## config.mk

```make
export PLATFORM = sky130hd
export DESIGN_NAME = mmio_uart_tx
export DESIGN_NICKNAME = d
export VERILOG_FILES = /design/src/rtl/mmio_uart_tx.sv
export SDC_FILE = /design/constraint.sdc
export NUM_CORES = 1
export LEC_CHECK = 0
export CORE_MARGIN = 5
export CORE_UTILIZATION = 50
export DETAILED_ROUTE_END_ITERATION = 10
export PLACE_DENSITY_LB_ADDON = 0.3
export SLEW_MARGIN = 20
export SYNTH_ARGS = -nofsm -noshare
export SYNTH_HDL_FRONTEND = slang
export SYNTH_SLANG_ARGS = --single-unit
```

## constraint.sdc

```tcl
create_clock -name clk -period 6.89 [get_ports clk]
set_clock_uncertainty 0.15 [all_clocks]
set_input_delay 2.067 -clock clk [delete_from_list [all_inputs] [get_ports clk]]
set_output_delay 2.067 -clock clk [all_outputs]
set_load 0.01 [all_outputs]
```

## src/rtl/mmio_uart_tx.sv

```systemverilog
// Memory-mapped 8N1 serial transmitter: the core stores bytes to DATA, they are
// queued in a small FIFO and shifted out LSB-first on tx. STATUS reads back
// {overflow, full, empty, busy}; CTRL bit 0 clears the sticky overflow flag.
`timescale 1ns/1ps
module mmio_uart_tx #(
  parameter int unsigned DEPTH        = 8,
  parameter logic [31:0] BASE_ADDR    = 32'h0000_0400,
  parameter int unsigned CLKS_PER_BIT = 4
) (
  input  logic        clk,
  input  logic        rst,
  input  logic        MemWrite,
  input  logic [31:0] DataAdr,
  input  logic [31:0] WriteData,
  output logic [31:0] ReadData,
  output logic        tx,
  output logic        busy,
  output logic        overflow
);

  localparam int unsigned PTR_W = (DEPTH > 1) ? $clog2(DEPTH) : 1;
  localparam int unsigned CNT_W = $clog2(DEPTH + 1);
  localparam int unsigned CYC_W = (CLKS_PER_BIT > 1) ? $clog2(CLKS_PER_BIT) : 1;

  localparam logic [31:0] DATA_ADDR   = BASE_ADDR;
  localparam logic [31:0] CTRL_ADDR   = BASE_ADDR + 32'd4;
  localparam logic [31:0] STATUS_ADDR = BASE_ADDR + 32'd8;

  localparam logic [1:0] S_IDLE  = 2'd0;
  localparam logic [1:0] S_START = 2'd1;
  localparam logic [1:0] S_DATA  = 2'd2;
  localparam logic [1:0] S_STOP  = 2'd3;

  // FIFO storage and bookkeeping
  logic [7:0]       mem [DEPTH];
  logic [PTR_W-1:0] wr_ptr;
  logic [PTR_W-1:0] rd_ptr;
  logic [CNT_W-1:0] count;
  logic [CNT_W-1:0] count_n;

  // Serializer state
  logic [1:0]       state;
  logic [1:0]       state_n;
  logic [CYC_W-1:0] cyc_cnt;
  logic [CYC_W-1:0] cyc_n;
  logic [2:0]       bit_idx;
  logic [2:0]       bit_n;
  logic [7:0]       shift;
  logic [7:0]       shift_n;
  logic             tx_n;

  // Combinational strobes
  logic full_c;
  logic empty_c;
  logic push_req_c;
  logic push_c;
  logic pop_c;
  logic drop_c;
  logic clr_c;
  logic rd_c;
  logic last_c;
  logic busy_n_c;
  logic unused_ok_c;

  assign full_c     = (count == CNT_W'(DEPTH));
  assign empty_c    = (count == '0);
  assign push_req_c = MemWrite && (DataAdr == DATA_ADDR);
  // A full FIFO still accepts a byte when the serializer pops on the same edge.
  assign push_c     = push_req_c && (!full_c || pop_c);
  assign drop_c     = push_req_c && !push_c;
  assign clr_c      = MemWrite && (DataAdr == CTRL_ADDR) && WriteData[0];
  assign rd_c       = !MemWrite && (DataAdr == STATUS_ADDR);
  assign last_c     = (cyc_cnt == CYC_W'(CLKS_PER_BIT - 1));
  assign busy_n_c   = (state_n != S_IDLE) || (count_n != '0);
  assign unused_ok_c = ^WriteData[31:8];

  // Next FIFO occupancy from this edge's push/pop
  always_comb begin
    count_n = count;
    case ({push_c, pop_c})
      2'b10:   count_n = CNT_W'(count + 1'b1);
      2'b01:   count_n = CNT_W'(count - 1'b1);
      default: count_n = count;
    endcase
  end

  // Serializer next-state and next-output logic
  always_comb begin
    state_n = state;
    cyc_n   = cyc_cnt;
    bit_n   = bit_idx;
    shift_n = shift;
    tx_n    = tx;
    pop_c   = 1'b0;
    case (state)
      S_IDLE: begin
        tx_n  = 1'b1;
        cyc_n = '0;
        bit_n = '0;
        if (!empty_c) begin
          pop_c   = 1'b1;
          shift_n = mem[rd_ptr];
          state_n = S_START;
          tx_n    = 1'b0;
        end
      end
      S_START: begin
        if (last_c) begin
          cyc_n   = '0;
          bit_n   = '0;
          state_n = S_DATA;
          tx_n    = shift[0];
        end else begin
          cyc_n = CYC_W'(cyc_cnt + 1'b1);
        end
      end
      S_DATA: begin
        if (last_c) begin
          cyc_n   = '0;
          shift_n = {1'b0, shift[7:1]};
          if (bit_idx == 3'd7) begin
            state_n = S_STOP;
            tx_n    = 1'b1;
          end else begin
            bit_n = 3'(bit_idx + 1'b1);
            tx_n  = shift[1];
          end
        end else begin
          cyc_n = CYC_W'(cyc_cnt + 1'b1);
        end
      end
      S_STOP: begin
        if (last_c) begin
          cyc_n   = '0;
          state_n = S_IDLE;
          tx_n    = 1'b1;
        end else begin
          cyc_n = CYC_W'(cyc_cnt + 1'b1);
        end
      end
      default: begin
        state_n = S_IDLE;
        tx_n    = 1'b1;
      end
    endcase
  end

  // Serializer state register; reset abandons any frame in flight
  always_ff @(posedge clk) begin
    if (rst) begin
      state   <= S_IDLE;
      cyc_cnt <= '0;
      bit_idx <= '0;
      shift   <= '0;
      tx      <= 1'b1;
      busy    <= 1'b0;
    end else begin
      state   <= state_n;
      cyc_cnt <= cyc_n;
      bit_idx <= bit_n;
      shift   <= shift_n;
      tx      <= tx_n;
      busy    <= busy_n_c;
    end
  end

  // FIFO pointers and occupancy
  always_ff @(posedge clk) begin
    if (rst) begin
      wr_ptr <= '0;
      rd_ptr <= '0;
      count  <= '0;
    end else begin
      if (push_c) wr_ptr <= PTR_W'(wr_ptr + 1'b1);
      if (pop_c)  rd_ptr <= PTR_W'(rd_ptr + 1'b1);
      count <= count_n;
    end
  end

  // FIFO payload storage, no reset needed
  always_ff @(posedge clk) begin
    if (!rst && push_c) mem[wr_ptr] <= WriteData[7:0];
  end

  // Sticky overflow and registered STATUS readback
  always_ff @(posedge clk) begin
    if (rst) begin
      overflow <= 1'b0;
      ReadData <= '0;
    end else begin
      if (drop_c)     overflow <= 1'b1;
      else if (clr_c) overflow <= 1'b0;
      ReadData <= rd_c ? {28'b0, overflow, full_c, empty_c, busy} : 32'b0;
    end
  end

endmodule

```

==> results.json, run 1 <==
{
  "start_util_pct": 51.4,
  "die_h_um": 105,
  "placementRows": 34,
  "grt_pass1_vias": 2653,
  "synth_top_area_cell": "edfxtp_1",
  "crit_family": "simple AND/OR/NAND/NOR gates",
  "clk_latency_ns": 0.36,
  "dieArea_um2": 11000,
  "crit_buf_inv": 3,
  "period_needed_ns": 5.02,
  "dpl_cell_area_um2": 4930,
  "finalSetupTns_ns": 0,
  "firstDrtPassIters": 4,
  "grt_max_degree": 36,
  "synth_top_area_share_pct": 42.7,
  "grt_use_total_pct": 14.5,
  "cts_buffer_depth": 2,
  "dp_hpwl_mm": 5.42,
  "p_sw_share_pct": 31.4,
  "seq_area_frac_synth_pct": 58.3,
  "multi_input_area_um2": 1650,
  "ys.flop_type": "edfxtp_1",
  "power_w": 0.00150,
  "synth_cell_types": 56,
  "syn_area_um2": 4500,
  "overflow": 0,
  "place.port_buffers": 49,
  "place_ws_ns": 1.48,
  "hold_violations": 0,
  "timing.final.ws_setup_ns": 1.87,
  "p_leak_nw": 1.83,
  "fmax_mhz": 199,
  "powerDensity_nw_per_um2": 292,
  "drv_slew": 0,
  "async_reset_ff_share_pct": 0,
  "worst_pin_slew_ns": 0.781,
  "antenna_found_initial": 0,
  "synth-seq-cells": 99,
  "io_pins": 102,
  "final_antenna_net_count": 0,
  "cts_setup_buffers": 0,
  "cts_root_buf": "clkbuf_8",
  "p_comb_share_pct": 25.8,
  "yosys-top-cells-count": "64 x edfxtp_1, 35 x dfxtp_1, 32 x nor2_1",
  "die_w_um": 105,
  "tritoncts": "done",
  "layout-drive-gt1-share_pct": 15.1,
  "p_seq_share_pct": 49.8,
  "htree_num_levels": 3,
  "diodes": 0,
  "drt_first_iter_violations": 93,
  "end_kind": "flop",
  "max_stage_delay_ns": 0.45,
  "path_common_cell": "inv_1",
  "synth.area.top_cells": "edfxtp_1 43%, dfxtp_1 16%, mux4_2 8.0%",
  "cp-start-kind": "input port",
  "register_area_um2": 2620,
  "slowest_stage": "nor4b_4",
  "synth.most_common_cell": "edfxtp_1",
  "intPower_w": 0.00103,
  "avgViaCountPerCell": 5.38,
  "synthCells": 323,
  "hold_class": "flop to flop",
  "critPathMaxFanout": 7,
  "nFillCells": 706,
  "design_area_um2": 5130,
  "critPathKind": "input port to flop",
  "p_clk_share_pct": 24.5,
  "layout.cells.non_filler": 480,
  "core_um2": 8760,
  "relSlewSlack_pct": 47.9,
  "drv_cap": 0,
  "cts_sinks": 99,
  "numCtsBuffers": 9,
  "cts_hold_buf": 0,
  "worstPathRequired_ns": 7.02,
  "cp.arrival_ns": 5.16,
  "crit_path_cell_trace": "clkdlybuf4s50_1 > nor4_1 > nand4_2 > nor4b_4 > inv_1 > ha_1 > inv_1 > fa_1 > nor2b_1 > a22o_1 > a41o_1 > o211ai_1",
  "drc": 0,
  "yosysWarnings": 0,
  "grt_pass1_wl_mm": 12.8,
  "finalCritPeriodShare_pct": 72.9,
  "synth_area_per_cell_um2": 13.9,
  "vias": 2583,
  "ir_drop_mv": 0.216,
  "wl_per_cell_um": 16.1,
  "rsz0062_at_grt": "false",
  "switchingPower_w": 0.000470,
  "status": "complete, no violations",
  "synth-edff-count": 64,
  "wirelength_mm": 7.75,
  "dpl.cell_count": 464,
  "fin_nets": 443,
  "synthToLayoutAreaGrowth_pct": 14.0,
  "post_cts_resized": 0,
  "path_clk_slew_ns": 0.10,
  "final-setup-viol-count": 0,
  "place_congestion": 0.760
}
power by group through the flow:
stage / Combinational, W / Clock, W / Sequential [W]
detailed placement: 0.000387 / 0 / 0.000761
finish: 0.000386 / 0.000367 / 0.000746
CTS: 0.000389 / 0.000377 / 0.000748
global route: 0.000427 / 0.000403 / 0.000760
global placement: 0.000374 / 0 / 0.000760
floorplan: 0.000361 / 0 / 0.000715
layout make-up:
cell class,count,area share [%]
inverter,6,0.439
sequential,99,51.1
timing repair buffer,50,9.70
tap,108,2.63
clock buffer,9,2.41
multi-input combinational,201,32.2
clock inverter,7,1.51
worst register-to-register path, stage by stage, from the launching register on:
cell	delay [ns]
dfxtp_1	0.40
or2_1	0.30
and3_1	0.30
nor4b_4	0.34
inv_1	0.09
ha_1	0.27
inv_1	0.09
fa_1	0.40
nor2b_1	0.15
a22o_1	0.19
a41o_1	0.22
o211ai_1	0.09
per-layer routing:
metal	GRT usage (%)	up-vias	wire [µm]
li1	-	1238	-
met1	17.3	1250	3110
met2	25.5	89	3970
met3	3.88	6	579
met4	4.66	0	83
met5	0	-	0
registers in the layout (all words and copies together), names as in the netlist, named ones only:
signal	cells
ReadData	4
bit_idx	3
busy	1
count	4
cyc_cnt	2
mem	64
overflow	1
rd_ptr	3
shift	8
state	2
tx	1
wr_ptr	3
kinds of logic (layout without fill, tap and decap cells):
| group | Yosys count | count (layout) | share of synthesized area (%) |
|---|---|---|---|
| xor+xnor | 5 | 5 | 0.973 |
| compound gates | 32 | 32 | 6.14 |
| flops | 99 | 99 | 58.3 |
| fa+ha+maj | 9 | 9 | 2.67 |
| mux | 32 | 32 | 11.6 |
| simple gates | 95 | 95 | 12.9 |
| buf+inv | 50 | 72 | 7.28 |
| other cells | 1 | 28 | 0.0833 |
final timing paths:
check,cells after the start,slack (ns),startpoint,end
max,12,1.87,DataAdr[25],busy
min,1,0.29,cyc_cnt[0],cyc_cnt[0]
max reg2reg,11,3.84,state[1],busy
min reg2reg,1,0.29,cyc_cnt[0],cyc_cnt[0]
stage by stage:
step	hold slack (ns)	utilization, %
6_report	0.293	58.6
5_1_grt	0.309	58.6
3_3_place_gp	0.267	56.3
3_5_place_dp	0.278	56.3
2_1_floorplan	0.257	-
4_1_cts	0.293	58.6
cell usage in the layout, fill, tap and decap left out, types with 4 or more instances in the layout:
master,Yosys,final
a211o_1,7,7
a21oi_2,7,7
and3_1,10,10
clkbuf_8,0,9
clkdlybuf4s50_1,0,49
conb_1,1,28
dfxtp_1,35,34
edfxtp_1,64,64
ha_1,8,8
inv_1,6,6
mux2i_1,13,13
mux4_2,16,16
nand2_1,12,12
nand2b_1,5,5
nor2_1,32,32
nor2b_1,4,4
nor4_1,6,6
nor4_2,5,5
Note: power is estimated with default switching activity, not from simulation.
==> inputs of run 2 (changes only) <==
--- a/config.mk
+++ b/config.mk
@@ -6,7 +6,7 @@
 export NUM_CORES = 1
 export LEC_CHECK = 0
 export CORE_MARGIN = 5
-export CORE_UTILIZATION = 50
+export CORE_UTILIZATION = 45
 export DETAILED_ROUTE_END_ITERATION = 10
 export PLACE_DENSITY_LB_ADDON = 0.3
 export SLEW_MARGIN = 20
==> constraint.sdc (replaced) <==
create_clock -name clk -period 4.55 [get_ports clk]
set_clock_uncertainty 0.15 [all_clocks]
set_input_delay 1.365 -clock clk [delete_from_list [all_inputs] [get_ports clk]]
set_output_delay 1.365 -clock clk [all_outputs]
set_load 0.01 [all_outputs]
==> run 2 against run 1 <==
Total power is 53% higher. Wire length rose by 7.2%. Sequential cell count unchanged. Register-to-register slack worse by 2.3 ns. Critical path depth did not move. Via count up 0.81%. Clock power increased by 56%. Cell area is 1.5% higher. Count of clock-buffer cells in the layout unchanged. Cell count up 6.0%. Worst hold slack better by 0.0012 ns. First-iteration DRC count rose by 92%. Critical path type unchanged.
==> results.json, run 2 (synthesized netlist as in run 1, its figures left out) <==
{
  "top_register": "mem",
  "drc": 0,
  "final_common_cell": "edfxtp_1",
  "numCtsBuffers": 9,
  "drt_first_iter_violations": 179,
  "finalSetupTns_ns": 0,
  "diodes": 0,
  "placementRows": 36,
  "wl_met1_mm": 3.61,
  "layout_common_cells": "64 x edfxtp_1, 49 x clkdlybuf4s50_1, 34 x dfxtp_1",
  "worstPathRequired_ns": 4.68,
  "core_um2": 9770,
  "crit_path_cell_trace": "clkdlybuf4s50_1 > nor4_1 > nand4_2 > nor4b_4 > inv_1 > ha_1 > inv_1 > fa_1 > nor2b_1 > a22o_1 > a41o_1 > o211ai_1",
  "cp.arrival_ns": 4.20,
  "relSlewSlack_pct": 48.6,
  "dieArea_um2": 12100,
  "status": "complete, no violations",
  "path_clk_slew_ns": 0.11,
  "multi_input_area_um2": 1650,
  "cp-start-kind": "input port",
  "clk_latency_ns": 0.37,
  "die_w_um": 110,
  "firstDrtPassIters": 4,
  "die_h_um": 110,
  "nFillCells": 823,
  "tritoncts": "done",
  "register_area_um2": 2620,
  "slowest_stage": "fa_1",
  "max_stage_delay_ns": 0.41,
  "fmax_mhz": 246,
  "ir_drop_mv": 0.230,
  "grt_pass1_vias": 2522,
  "period_needed_ns": 4.07,
  "largest_reg_flops": 64,
  "cts_root_buf": "clkbuf_8",
  "wl_met3_um": 344,
  "grt_pass1_wl_mm": 13.1,
  "end_kind": "flop",
  "reg_top3": "mem (64), shift (8)",
  "final-setup-viol-count": 0,
  "path_common_cell": "inv_1",
  "wl_per_cell_um": 16.3,
  "post_cts_resized": 0,
  "wl_met2_mm": 4.27,
  "cts_hold_buf": 0,
  "r2r_slack_ns": 1.53,
  "synthToLayoutAreaGrowth_pct": 15.7,
  "htree_num_levels": 3,
  "hold_violations": 0,
  "worst_pin_slew_ns": 0.770,
  "cts_sinks": 99,
  "critPathKind": "input port to flop",
  "p_leak_nw": 1.86,
  "fin_util_pct": 53.3,
  "place_congestion": 0.736,
  "vias": 2604,
  "cts_setup_buffers": 0,
  "rsz0062_at_grt": "false",
  "holdWs_ns": 0.294,
  "dp_hpwl_mm": 5.67,
  "final_antenna_net_count": 0,
  "power_w": 0.00229,
  "grt_use_total_pct": 14.5,
  "cts_buffer_depth": 2,
  "place.port_buffers": 49,
  "overflow": 0,
  "fin_nets": 447,
  "layout-drive-gt1-share_pct": 16.0,
  "antenna_found_initial": 0,
  "powerDensity_nw_per_um2": 440,
  "start_util_pct": 46.0,
  "grt_max_degree": 33,
  "io_pins": 102,
  "critPathMaxFanout": 5,
  "drv_slew": 0,
  "finalCritPeriodShare_pct": 89.4,
  "wirelength_mm": 8.30,
  "hold_class": "flop to flop",
  "top_layer": "met4",
  "drv_cap": 0,
  "avgViaCountPerCell": 5.12
}
-- run 2: cell count changes in the layout (fill, tap and decap cells not counted) --
cell,before,now
clkinv_4,0,2
buf_4,1,5
clkinvlp_4,1,0
inv_8,1,0
clkinv_8,2,3
inv_6,3,1
inv_12,0,1
-- run 2: per-stage QoR --
step | setup slack, ns | cell area, µm² | instances
5_1_grt | 0.315 | 5210 | 509
2_1_floorplan | 0.683 | 4600 | 350
6_report | 0.483 | 5210 | 509
3_3_place_gp | 0.193 | 4990 | 493
4_1_cts | 0.479 | 5210 | 509
3_5_place_dp | 0.100 | 4990 | 493
-- run 2: cell type report --
cell class	instances	area share, %
sequential	99	50.4
multi-input combinational	201	31.7
timing repair buffer	54	10.1
tap	133	3.20
clock buffer	9	2.38
clock inverter	7	1.75
inverter	6	0.432
-- run 2: critical path: cells and delay by family --
family | cells | cell delay (ns)
buffers and inverters | 3 | 0.57
AO/OA/AOI/OAI | 3 | 0.48
adder cells (fa/ha/maj) | 2 | 0.67
AND/OR/NAND/NOR | 4 | 1.12
-- run 2: metal layers --
| layer | global-route usage [%] | up-vias |
|---|---|---|
| li1 | - | 1254 |
| met1 | 18.5 | 1283 |
| met2 | 24.6 | 60 |
| met3 | 3.49 | 7 |
| met4 | 4.36 | 0 |
| met5 | 0 | - |
-- run 2: worst paths after layout --
kind / from / to / depth (start not counted)
min reg2reg: cyc_cnt[0] / cyc_cnt[0] / 1
min: cyc_cnt[0] / cyc_cnt[0] / 1
max: DataAdr[25] / busy / 12
max reg2reg: state[1] / busy / 11
-- run 2: report_power, final --
group | total [W] | leakage, nW | switching, W | internal [W]
combinational | 0.000584 | 0.890 | 0.000270 | 0.000314
clock | 0.000572 | 0.105 | 0.000348 | 0.000224
sequential | 0.00113 | 0.861 | 0.000107 | 0.00103
total | 0.00229 | 1.86 | 0.000726 | 0.00156
